<file path="src/rtl/fetch_buffer.sv">
// Instruction prefetch buffer: two half-word reads per instruction,
// assembled into a small FIFO of {instr, pc} for the decode stage.
module fetch_buffer #(
  parameter int          DEPTH    = 4,
  parameter logic [31:0] RESET_PC = 32'h0000_0000
) (
  input  logic        clk,
  input  logic        rst,
  input  logic        jump,
  input  logic [31:0] target,
  output logic        mem_req,
  output logic [31:0] mem_addr,
  input  logic        mem_ack,
  input  logic [15:0] mem_rdata,
  output logic        out_valid,
  input  logic        out_ready,
  output logic [31:0] out_instr,
  output logic [31:0] out_pc
);

  localparam int AW = $clog2(DEPTH);
  localparam int CW = AW + 1;
  localparam logic [CW-1:0] FULL = CW'(DEPTH);

  typedef enum logic [2:0] {
    IDLE,
    REQ_HI,
    REQ_LO,
    WAIT,
    DISCARD
  } state_t;

  state_t        state;
  logic [31:0]   fpc;
  logic [15:0]   hi;
  logic [31:0]   buf_instr [DEPTH];
  logic [31:0]   buf_pc    [DEPTH];
  logic [AW-1:0] rd_ptr;
  logic [AW-1:0] wr_ptr;
  logic [AW-1:0] rd_next;
  logic [CW-1:0] count;
  logic [CW-1:0] cnt_left;
  logic [CW-1:0] cnt_next;
  logic          xfer;
  logic          push;
  logic          pop;
  logic [31:0]   push_instr;
  logic [31:0]   head_instr;
  logic [31:0]   head_pc;

  // Head registers are loaded with the entry that will be at the
  // head after this edge, bypassing the array when it is empty.
  always_comb begin
    xfer       = mem_req & mem_ack;
    push       = xfer && (state == REQ_LO);
    pop        = out_valid & out_ready;
    push_instr = {hi, mem_rdata};
    rd_next    = rd_ptr + AW'(pop);
    cnt_left   = count - CW'(pop);
    cnt_next   = cnt_left + CW'(push);
    if (cnt_left == '0) begin
      head_instr = push_instr;
      head_pc    = fpc;
    end else begin
      head_instr = buf_instr[rd_next];
      head_pc    = buf_pc[rd_next];
    end
  end

  always_ff @(posedge clk) begin
    if (push && !jump) begin
      buf_instr[wr_ptr] <= push_instr;
      buf_pc[wr_ptr]    <= fpc;
    end
  end

  always_ff @(posedge clk or negedge rst) begin
    if (!rst) begin
      state     <= IDLE;
      fpc       <= RESET_PC;
      hi        <= '0;
      rd_ptr    <= '0;
      wr_ptr    <= '0;
      count     <= '0;
      mem_req   <= 1'b0;
      mem_addr  <= RESET_PC;
      out_valid <= 1'b0;
      out_instr <= '0;
      out_pc    <= '0;
    end else if (jump) begin
      count     <= '0;
      rd_ptr    <= '0;
      wr_ptr    <= '0;
      hi        <= '0;
      out_valid <= 1'b0;
      fpc       <= target;
      // An unacked request must still complete on the bus.
      if (mem_req && !mem_ack) begin
        state <= DISCARD;
      end else begin
        state    <= REQ_HI;
        mem_req  <= 1'b1;
        mem_addr <= target;
      end
    end else begin
      count     <= cnt_next;
      rd_ptr    <= rd_next;
      out_valid <= (cnt_next != '0);
      if (push) wr_ptr <= wr_ptr + AW'(1);
      if (cnt_next != '0) begin
        out_instr <= head_instr;
        out_pc    <= head_pc;
      end
      unique case (state)
        IDLE: begin
          state    <= REQ_HI;
          mem_req  <= 1'b1;
          mem_addr <= fpc;
        end
        REQ_HI: begin
          if (xfer) begin
            hi       <= mem_rdata;
            state    <= REQ_LO;
            mem_addr <= fpc + 32'd2;
          end
        end
        REQ_LO: begin
          if (xfer) begin
            fpc <= fpc + 32'd4;
            if (cnt_next < FULL) begin
              state    <= REQ_HI;
              mem_addr <= fpc + 32'd4;
            end else begin
              state   <= WAIT;
              mem_req <= 1'b0;
            end
          end
        end
        WAIT: begin
          if (pop) begin
            state    <= REQ_HI;
            mem_req  <= 1'b1;
            mem_addr <= fpc;
          end
        end
        DISCARD: begin
          if (mem_ack) begin
            state    <= REQ_HI;
            mem_addr <= fpc;
          end
        end
        default: begin
          state   <= IDLE;
          mem_req <= 1'b0;
        end
      endcase
    end
  end

endmodule

</file>
<file path="config.mk">
export PLATFORM = sky130hd
export DESIGN_NAME = fetch_buffer
export DESIGN_NICKNAME = d
export VERILOG_FILES = /design/src/rtl/fetch_buffer.sv
export SDC_FILE = /design/constraint.sdc
export NUM_CORES = 1
export LEC_CHECK = 0
export BUFFER_PORTS_ARGS = -buffer_cell sky130_fd_sc_hd__buf_2
export CELL_PAD_IN_SITES_DETAIL_PLACEMENT = 1
export CELL_PAD_IN_SITES_GLOBAL_PLACEMENT = 2
export CORE_MARGIN = 2
export CORE_UTILIZATION = 39
export DETAILED_ROUTE_END_ITERATION = 6
export PLACE_DENSITY = 0.8
export SETUP_SLACK_MARGIN = 0.2
export SLEW_MARGIN = 20
export SYNTH_ARGS = -nofsm -noshare
export SYNTH_HDL_FRONTEND = slang
export SYNTH_SLANG_ARGS = --single-unit
export TNS_END_PERCENT = 10
</file>
<file path="constraint.sdc">
create_clock -name clk -period 3.4 [get_ports clk]
set_input_delay 0.34 -clock clk [delete_from_list [all_inputs] [get_ports clk]]
set_output_delay 0.34 -clock clk [all_outputs]
set_load 0.01 [all_outputs]
</file>
==> results of run 1 <==
==> report_power, final <==
group	internal [mW]	switching [mW]
clock	2.75	2.04
sequential	6.11	0.592
combinational	2.34	3.10
==> synth_stat cells, types with 6 or more instances <==
library cell	count	area, um2
buf_2	33	165
a22o_1	18	158
inv_1	8	30.0
xor2_1	14	123
a31oi_1	18	113
mux4_2	64	1440
buf_1	9	33.8
ha_1	12	150
dfrtp_1	156	3900
and4_1	6	52.6
clkbuf_1	55	206
nor3_1	25	125
nand3_1	18	90.1
a41oi_1	6	52.6
edfxtp_1	256	7690
nand4_1	24	150
or4_1	8	60.1
nand2b_1	11	68.8
nor4_1	14	87.6
and2_1	9	56.3
mux2_2	14	158
o21ai_0	38	190
a21oi_1	108	541
or3_1	7	43.8
nor2_1	101	379
mux2i_1	81	811
and3_1	12	75.1
nand2_1	52	195
xnor2_1	28	245
==> through the flow <==
| stage | total power [mW] | util |
|---|---|---|
| floorplan | 10.1 | - |
| global placement | 12.1 | 0.430 |
| detailed placement | 12.2 | 0.430 |
| CTS | 17.1 | 0.464 |
| global route | 17.9 | 0.464 |
| finish | 16.9 | 0.464 |
==> layout make-up <==
| cell class | instances | area (um2) |
|---|---|---|
| clock buffer | 59 | 1210 |
| clock inverter | 23 | 225 |
| fill | 4674 | 24900 |
| inverter | 10 | 37.5 |
| multi-input combinational | 774 | 6220 |
| sequential | 412 | 11600 |
| tap | 607 | 759 |
| timing repair buffer | 218 | 1450 |
==> timing repair <==
action / in CTS / in global routing
buffers inserted: 4 / 0
hold buffers: 7 / 0
setup endpoints to repair: 17 / 0
endpoints found under the hold margin: 70 / 0
==> how the worst max path moves through the flow <==
stage | endpoint
after CTS | mem_addr[0]$_DFFE_PN0P_
after floorplan | buf_instr[1][0]$_DFFE_PP_
after detailed placement | mem_addr[20]$_DFFE_PN0P_
final | mem_addr[0]$_DFFE_PN0P_
after global routing | mem_addr[0]$_DFFE_PN0P_
after global placement | mem_addr[30]$_DFFE_PN0P_
==> critical path: stages (launching register included) <==
cell	delay [ns]
dfrtp_1	0.37
and2_1	0.29
ha_1	0.38
inv_1	0.06
ha_1	0.20
ha_1	0.21
xnor2_1	0.19
a221o_2	0.53
nor2_4	0.17
buf_4	0.18
mux2_2	0.35
==> flip-flops by register name, indices dropped and copies added, names as in the netlist, 16 cells and up <==
register and flops:
buf_instr 128, out_pc 32, out_instr 32, mem_addr 32
fpc 32, buf_pc 128, hi 16
==> layer usage <==
metal,GRT usage,up-vias
met3,0.0341,75
met5,0,-
met1,0.302,6355
met2,0.343,388
met4,0.0631,2
li1,-,5308
==> cells by family after synthesis <==
kind of cell,count (synthesis)
adders and majority gates,12
AOI/OAI and AO/OA,245
muxes,159
and+or+nand+nor,316
buffers and inverters,114
xor gates and xnor gates,42
DFF,412
==> results.toml, run 1 <==
[detailed_routing]
via_per_inst = 5.77
via_count = 12100
wl_met2_um = 24100
met1_length_um = 22500
ant_nets = 0
highest_layer = "met5"
drc = 0
wl_per_cell_um = 24.1
routed_wl_um = 50700
drtPass1Iterations = 5
route.met3.wl_um = 2980
drtIter0Drc = 923

[setup_path]
reg2reg_depth = 10
cp-end-kind = "flop"
worstPathArrival_ns = 3.52
startpoint = "out_valid$_DFF_PN0_"
r2r-end = "mem_addr[0]$_DFFE_PN0P_"
path_class = "reg -> reg"
start_kind = "flop"
cp.required_ns = 3.85
critical_path.max_fanout = 9
r2r_slack_ns = 0.34
worst_r2r_startpoint = "out_valid$_DFF_PN0_"

[synthesis]
synth_compound_gate_area_share = 0.0830
yosysSeqAreaShare = 0.635
yosys.area_share.simple = 0.0939
synth_cells = 1300
synth_edf_count = 256
synth_top_family_by_area = "multiplexers"
async_reset_ff_frac = 0.379
synthAdderAreaFrac = 0.00823
synth_xor_area_frac = 0.0202
ys_ff_latch = 412
syn_area_per_cell_um2 = 14.0
yosys-mux-area-fraction = 0.132
synthFlopType = "edfxtp_1"
synth_warnings = 0
syn-num-nets = 1365
synthesis.area_um2 = 18300
synth_cell_types = 71

[grt]
grt_pass1_vias = 12800
antenna_found_initial = 1
track_usage = 0.214
grt_max_degree = 130
grt_pass1_wl_um = 78700
gr-total-overflow = 0

[placed_design]
hpwl_um = 31900
place_ws_ns = 0.0962
gp_congestion = 0.868
place_area_um2 = 19900
port_buffers = 150
dpl.cell_count = 2010

[finish]
final_nets = 1526
area_growth_pct = 17.8
design_area_um2 = 21500
layout_common_cells = "256 x edfxtp_1, 156 x dfrtp_1, 149 x buf_2, 107 x a21oi_1, 101 x nor2_1"
stdcell_count = 2103
final_common_cell = "edfxtp_1"
drive_gt1_frac = 0.260
diodes = 0

[cts]
cts_tree = "done"
cts_buffers = 45
cts_sinks = 412
cts_max_path_buffers = 3
h-tree-depth = 2
cts_resized = 0
cts-root-buf = "clkbuf_16"
clk_pin_slew_ns = 0.06
clock_latency_ns = 0.58

[timing]
slew_viol_final = 0
period_needed_ns = 3.06
timing.final.ws_setup_ns = 0.336
slew_headroom = 0.459
rsz0062_at_grt = "no"
setup_viol = 0
clock_skew_ns = 0.0191
max_freq_ghz = 0.326
tns_ns = 0
tightest_slew_ns = 0.812
post-route-period-util = 0.901
finalHoldViolCount = 0
whs_ns = 0.0136

[status]
status = "finished clean"

[die]
die_x_um = 220
core_area_um2 = 46400
dieArea_um2 = 48500
initial_core_util = 0.394
io_pins = 151
row_count = 79
die_h_um = 220

[min_path]
whs_path_depth = 3
hold_path.class = "in -> reg"
hp-start = "target[1]"
hold_path_end = "fpc[1]$_DFFE_PN0P_"

[power]
max-vdd-ir-drop_mv = 0.545
power_density_nw_per_um2 = 788
leakage_nw = 7.86

[job]
maxCapViolations = 0
Power figures use the tool's default switching activity.
==> run 2: changes to the inputs <==
--- a/config.mk
+++ b/config.mk
@@ -9,9 +9,10 @@
 export CELL_PAD_IN_SITES_DETAIL_PLACEMENT = 1
 export CELL_PAD_IN_SITES_GLOBAL_PLACEMENT = 2
 export CORE_MARGIN = 2
-export CORE_UTILIZATION = 39
+export CORE_UTILIZATION = 40
+export CTS_BUF_LIST = sky130_fd_sc_hd__clkbuf_8
 export DETAILED_ROUTE_END_ITERATION = 6
-export PLACE_DENSITY = 0.8
+export PLACE_DENSITY = 0.81
 export SETUP_SLACK_MARGIN = 0.2
 export SLEW_MARGIN = 20
 export SYNTH_ARGS = -nofsm -noshare
==> run 2 against run 1 <==
Effect of this change:
- fmax hardly changed
- first-iteration DRC count is 3.5% lower
- worst setup slack worse by 0.0012 ns
- sequential share of layout area is 0.75 points lower
- global-route usage is 0.22 points higher
- sequential power hardly changed
- via count is 0.16% higher
- total power is 0.95% lower
- core utilization is 1.9 points higher
- critical path type unchanged
==> results.toml, run 2 (synthesis results as in run 1) <==
[status]
status = "finished clean"

[setup_path]
start_kind = "flop"
r2r_slack_ns = 0.33
r2r-end = "mem_addr[16]$_DFFE_PN0P_"
worstPathArrival_ns = 3.59
cp_slowest_cell = "a221o_2"
cpPeakStageDelay_ns = 0.54
cp.required_ns = 3.93
critical_path.max_fanout = 17
cp-end-kind = "flop"
crit_chain = "and2_1, ha_1, ha_1, inv_1, ha_1, xnor2_1, a221o_2, nor2_4, buf_6, mux2_2"
path_class = "reg -> reg"
reg2reg_depth = 10
worst_path_most_repeated_cell = "ha_1"
worst_r2r_startpoint = "out_valid$_DFF_PN0_"

[die]
die_h_um = 218
die_x_um = 218
dieArea_um2 = 47300
core_area_um2 = 45200
initial_core_util = 0.404
row_count = 78
io_pins = 151

[placed_design]
port_buffers = 150
hpwl_um = 32200
place_ws_ns = 0.210
gp_congestion = 0.855

[detailed_routing]
via_per_inst = 5.60
drtIter0Drc = 891
routed_wl_um = 50000
drtPass1Iterations = 5
via_count = 12100
wl_per_cell_um = 23.1
drc = 0
ant_nets = 0

[grt]
track_usage = 0.216
grt_pass1_wl_um = 77900
grt_pass1_vias = 13200
antenna_found_initial = 1
grt_max_degree = 75
gr-total-overflow = 0

[power]
max-vdd-ir-drop_mv = 0.501
leakage_nw = 8.13
power_density_nw_per_um2 = 769

[timing]
finalHoldViolCount = 0
max_freq_ghz = 0.326
whs_ns = 0.0333
slew_headroom = 0.441
period_needed_ns = 3.07
slew_viol_final = 0
rsz0062_at_grt = "no"
post-route-period-util = 0.902
setup_viol = 0
timing.final.ws_setup_ns = 0.335
clock_skew_ns = 0.0411
tns_ns = 0
tightest_slew_ns = 0.838

[cts]
h-tree-depth = 3
clk_pin_slew_ns = 0.06
cts_buffers = 70
cts_tree = "done"
cts_sinks = 412
cts_max_path_buffers = 3
cts-root-buf = "clkbuf_8"
clock_latency_ns = 0.64

[min_path]
hold_path_end = "fpc[11]$_DFFE_PN0P_"
whs_path_depth = 3
hold_path.class = "in -> reg"
hp-start = "target[11]"

[finish]
final_nets = 1580
reg.largest.list = "buf_instr (128), buf_pc (128)"
final_common_cell = "edfxtp_1"
layout_common_cells = "256 x edfxtp_1, 156 x dfrtp_1, 149 x buf_2, 106 x a21oi_1, 101 x nor2_1"
drive_gt1_frac = 0.269
diodes = 0
area_growth_pct = 19.4
final_core_util = 0.482

[job]
maxCapViolations = 0
==> run 2: cell count changes in the layout (fill, tap and decap cells not counted), sizes merged <==
cell / delta
bufinv: -1
clkinv: -2
clkinvlp: -4
buf: -1
inv: +26
clkbuf: +26
dlygate4sd3: +30
==> run 2: power by group <==
part / leakage (nW) / switching (mW) / total (mW) / internal (mW)
logic: 3.15 / 3.17 / 5.60 / 2.43
registers: 4.15 / 0.566 / 6.68 / 6.11
clock network: 0.829 / 2.06 / 4.50 / 2.43
==> run 2: what timing repair did <==
item | 4_1_cts | 5_1_grt
setup buffers | 0 | 0
hold buffers | 37 | 0
resized for setup | 0 | 2
setup endpoints to repair | 0 | 1
endpoints found under the hold margin | 168 | 0
==> run 2: cell type report <==
| type | instances | area, um2 |
|---|---|---|
| Fill cell | 4576 | 23400 |
| Sequential cell | 412 | 11600 |
| Multi-Input combinational cell | 774 | 6240 |
| Timing Repair Buffer | 247 | 1760 |
| Clock buffer | 85 | 1170 |
| Tap cell | 600 | 751 |
| Clock inverter | 42 | 249 |
| Inverter | 10 | 37.5 |
==> run 2: worst max-delay path by stage <==
stage                                            to           startpoint  slack [ns]  cells after the start
after floorplan           buf_instr[1][0]$_DFFE_PP_                 jump        0.07                      4
after global placement     mem_addr[16]$_DFFE_PN0P_            out_ready        0.33                     11
after detailed placement   mem_addr[16]$_DFFE_PN0P_            out_ready        0.21                     11
after CTS                  mem_addr[16]$_DFFE_PN0P_  out_valid$_DFF_PN0_        0.28                     10
after global routing       mem_addr[16]$_DFFE_PN0P_  out_valid$_DFF_PN0_        0.26                     10
final                      mem_addr[16]$_DFFE_PN0P_  out_valid$_DFF_PN0_        0.33                     10
==> run 2: metrics by stage <==
| step | area, um2 | cells | total power, mW |
|---|---|---|---|
| after global routing | 21800 | 2170 | 17.7 |
| after floorplan | 18300 | 1300 | 10.1 |
| after CTS | 21800 | 2170 | 17.0 |
| after global placement | 20000 | 2006 | 12.2 |
| after detailed placement | 20000 | 2006 | 12.4 |
| final | 21800 | 2170 | 16.8 |
==> run 2: critical path: cells and delay by family (launching register included) <==
family	cells	cell delay, ns
adder cells (fa/ha/maj)	3	0.80
XOR/XNOR	1	0.23
buffers and inverters	2	0.27
multiplexers	1	0.35
flip-flops	1	0.36
AO/OA/AOI/OAI	1	0.54
AND/OR/NAND/NOR	2	0.40
==> run 2: layer usage <==
metal / global-route usage / vias to the layer above / part of all wire
met5: 0 / - / 0.00024
met4: 0.0731 / 2 / 0.021
met3: 0.0409 / 78 / 0.053
met2: 0.354 / 341 / 0.48
met1: 0.291 / 6308 / 0.44
li1: - / 5418 / -
==> run 3: changes to the inputs <==
--- a/config.mk
+++ b/config.mk
@@ -12,7 +12,7 @@
 export CORE_UTILIZATION = 40
 export CTS_BUF_LIST = sky130_fd_sc_hd__clkbuf_8
 export DETAILED_ROUTE_END_ITERATION = 6
-export PLACE_DENSITY = 0.81
+export PLACE_DENSITY = 0.76
 export SETUP_SLACK_MARGIN = 0.2
 export SLEW_MARGIN = 20
 export SYNTH_ARGS = -nofsm -noshare
==> run 3 against run 2 <==
Effect of this change:
- global-route usage grew 0.32 points
- cell count rose by 0.14%
- total power decreased by 0.81%
- worst hold slack improved by 0.067 ns
- highest routed layer is now met4
- routed wire length up 1.2%
- critical endpoint is now mem_addr[1]$_DFFE_PN0P_
- worst setup slack better by 0.082 ns
==> results.toml, run 3 (synthesis results as in run 1) <==
[status]
status = "finished clean"

[die]
initial_core_util = 0.404
row_count = 78
io_pins = 151
dieArea_um2 = 47300
core_area_um2 = 45200
die_h_um = 218
die_x_um = 218

[finish]
layout_common_cells = "256 x edfxtp_1, 156 x dfrtp_1, 149 x buf_2, 107 x a21oi_1, 101 x nor2_1"
final_core_util = 0.482
reg.largest.list = "buf_instr (128), buf_pc (128)"
area_growth_pct = 19.3
final_nets = 1583
diodes = 0
drive_gt1_frac = 0.265
final_common_cell = "edfxtp_1"

[timing]
slew_headroom = 0.396
tightest_slew_ns = 0.906
slew_viol_final = 0
max_freq_ghz = 0.335
post-route-period-util = 0.878
finalHoldViolCount = 0
rsz0062_at_grt = "no"
clock_skew_ns = 0.0325
tns_ns = 0
setup_viol = 0
period_needed_ns = 2.98
timing.final.ws_setup_ns = 0.416

[setup_path]
cp.required_ns = 3.90
path_class = "reg -> reg"
worstPathArrival_ns = 3.49
cp-end-kind = "flop"
critical_path.max_fanout = 9
start_kind = "flop"

[cts]
cts_tree = "done"
h-tree-depth = 3
cts_max_path_buffers = 3
clock_latency_ns = 0.64
cts_sinks = 412
cts_resized = 0
cts_buffers = 71
clk_pin_slew_ns = 0.06
cts-root-buf = "clkbuf_8"

[detailed_routing]
drtIter0Drc = 718
drc = 0
drtPass1Iterations = 5
wl_per_cell_um = 23.3
ant_nets = 0
via_per_inst = 5.59
via_count = 12100
routed_wl_um = 50600

[grt]
grt_use_met2 = 0.364
track_usage = 0.220
grt_pass1_vias = 13200
gr-total-overflow = 0
grt_max_degree = 78
grt_use_met3 = 0.0351
grt_pass1_wl_um = 79100
busiest_layer = "met2"
antenna_found_initial = 0
met1_usage = 0.295

[placed_design]
gp_congestion = 0.873
place_ws_ns = 0.180
port_buffers = 150
hpwl_um = 32600

[power]
power.share.clock = 0.268
leakage_nw = 8.13
combPwrFrac = 0.330
power.switching_mw = 5.72
max-vdd-ir-drop_mv = 0.494
power_density_nw_per_um2 = 764
p_sw_frac = 0.344
seq_power_share = 0.402
internal_power_mw = 10.9

[job]
maxCapViolations = 0

[min_path]
hold_path.class = "in -> reg"
[run 3: layer usage]
metal | share of wire | wire [um]
met3 | 0.046 | 2350
met1 | 0.44 | 22400
met5 | 0 | 0
met2 | 0.49 | 24800
met4 | 0.021 | 1080
[run 3: final cells by class]
cell class | instances | area (um2)
Fill cell | 4560 | 23400
Tap cell | 600 | 751
Clock inverter | 46 | 274
Multi-Input combinational cell | 774 | 6220
Timing Repair Buffer | 249 | 1760
Clock buffer | 82 | 1130
Sequential cell | 412 | 11600
Inverter | 10 | 37.5
[run 3: worst paths after layout]
path	start	endpoint	slack [ns]	cells past startpoint
min	target[15]	fpc[15]$_DFFE_PN0P_	0.10	3
max	out_valid$_DFF_PN0_	mem_addr[1]$_DFFE_PN0P_	0.42	10
max reg2reg	out_valid$_DFF_PN0_	mem_addr[1]$_DFFE_PN0P_	0.42	10
max in group asynchronous	rst	fpc[12]$_DFFE_PN0P_	2.19	3
min in group asynchronous	rst	out_pc[3]$_DFFE_PN0P_	0.29	2
min reg2reg	mem_addr[7]$_DFFE_PN0P_	mem_addr[7]$_DFFE_PN0P_	0.49	1
[run 3: stage by stage]
step / hold WS (ns) / area (um2) / power (mW) / std cells
6_report: 0.100 / 21800 / 16.6 / 2173
5_1_grt: 0.106 / 21800 / 17.6 / 2173
4_1_cts: 0.0650 / 21700 / 16.8 / 2170
3_5_place_dp: 0.390 / 19900 / 12.2 / 2002
3_3_place_gp: 0.383 / 19900 / 12.1 / 2002
2_1_floorplan: 0.0444 / 18300 / 10.1 / 1300
[run 3: repair_timing]
action,4_1_cts,5_1_grt
endpoints found under the hold margin,150,0
setup buffers,0,3
endpoints found under the setup margin,0,19
hold buffers,40,0
[run 3: power groups by stage]
stage	sequential (mW)	clock [mW]	combinational (mW)
floorplan	6.86	0	3.24
finish	6.69	4.47	5.48
CTS	6.70	4.58	5.50
global placement	6.77	0	5.34
detailed placement	6.79	0	5.44
global route	6.78	4.80	5.99
[run 3: worst max-delay path: stages (launching register included)]
cell and delay, ns:
dfrtp_1 0.37, and2_1 0.28, ha_1 0.35, inv_1 0.05
ha_1 0.21, ha_1 0.22, xnor2_1 0.20, a221o_2 0.53
nor2_4 0.18, buf_12 0.15, mux2_2 0.33
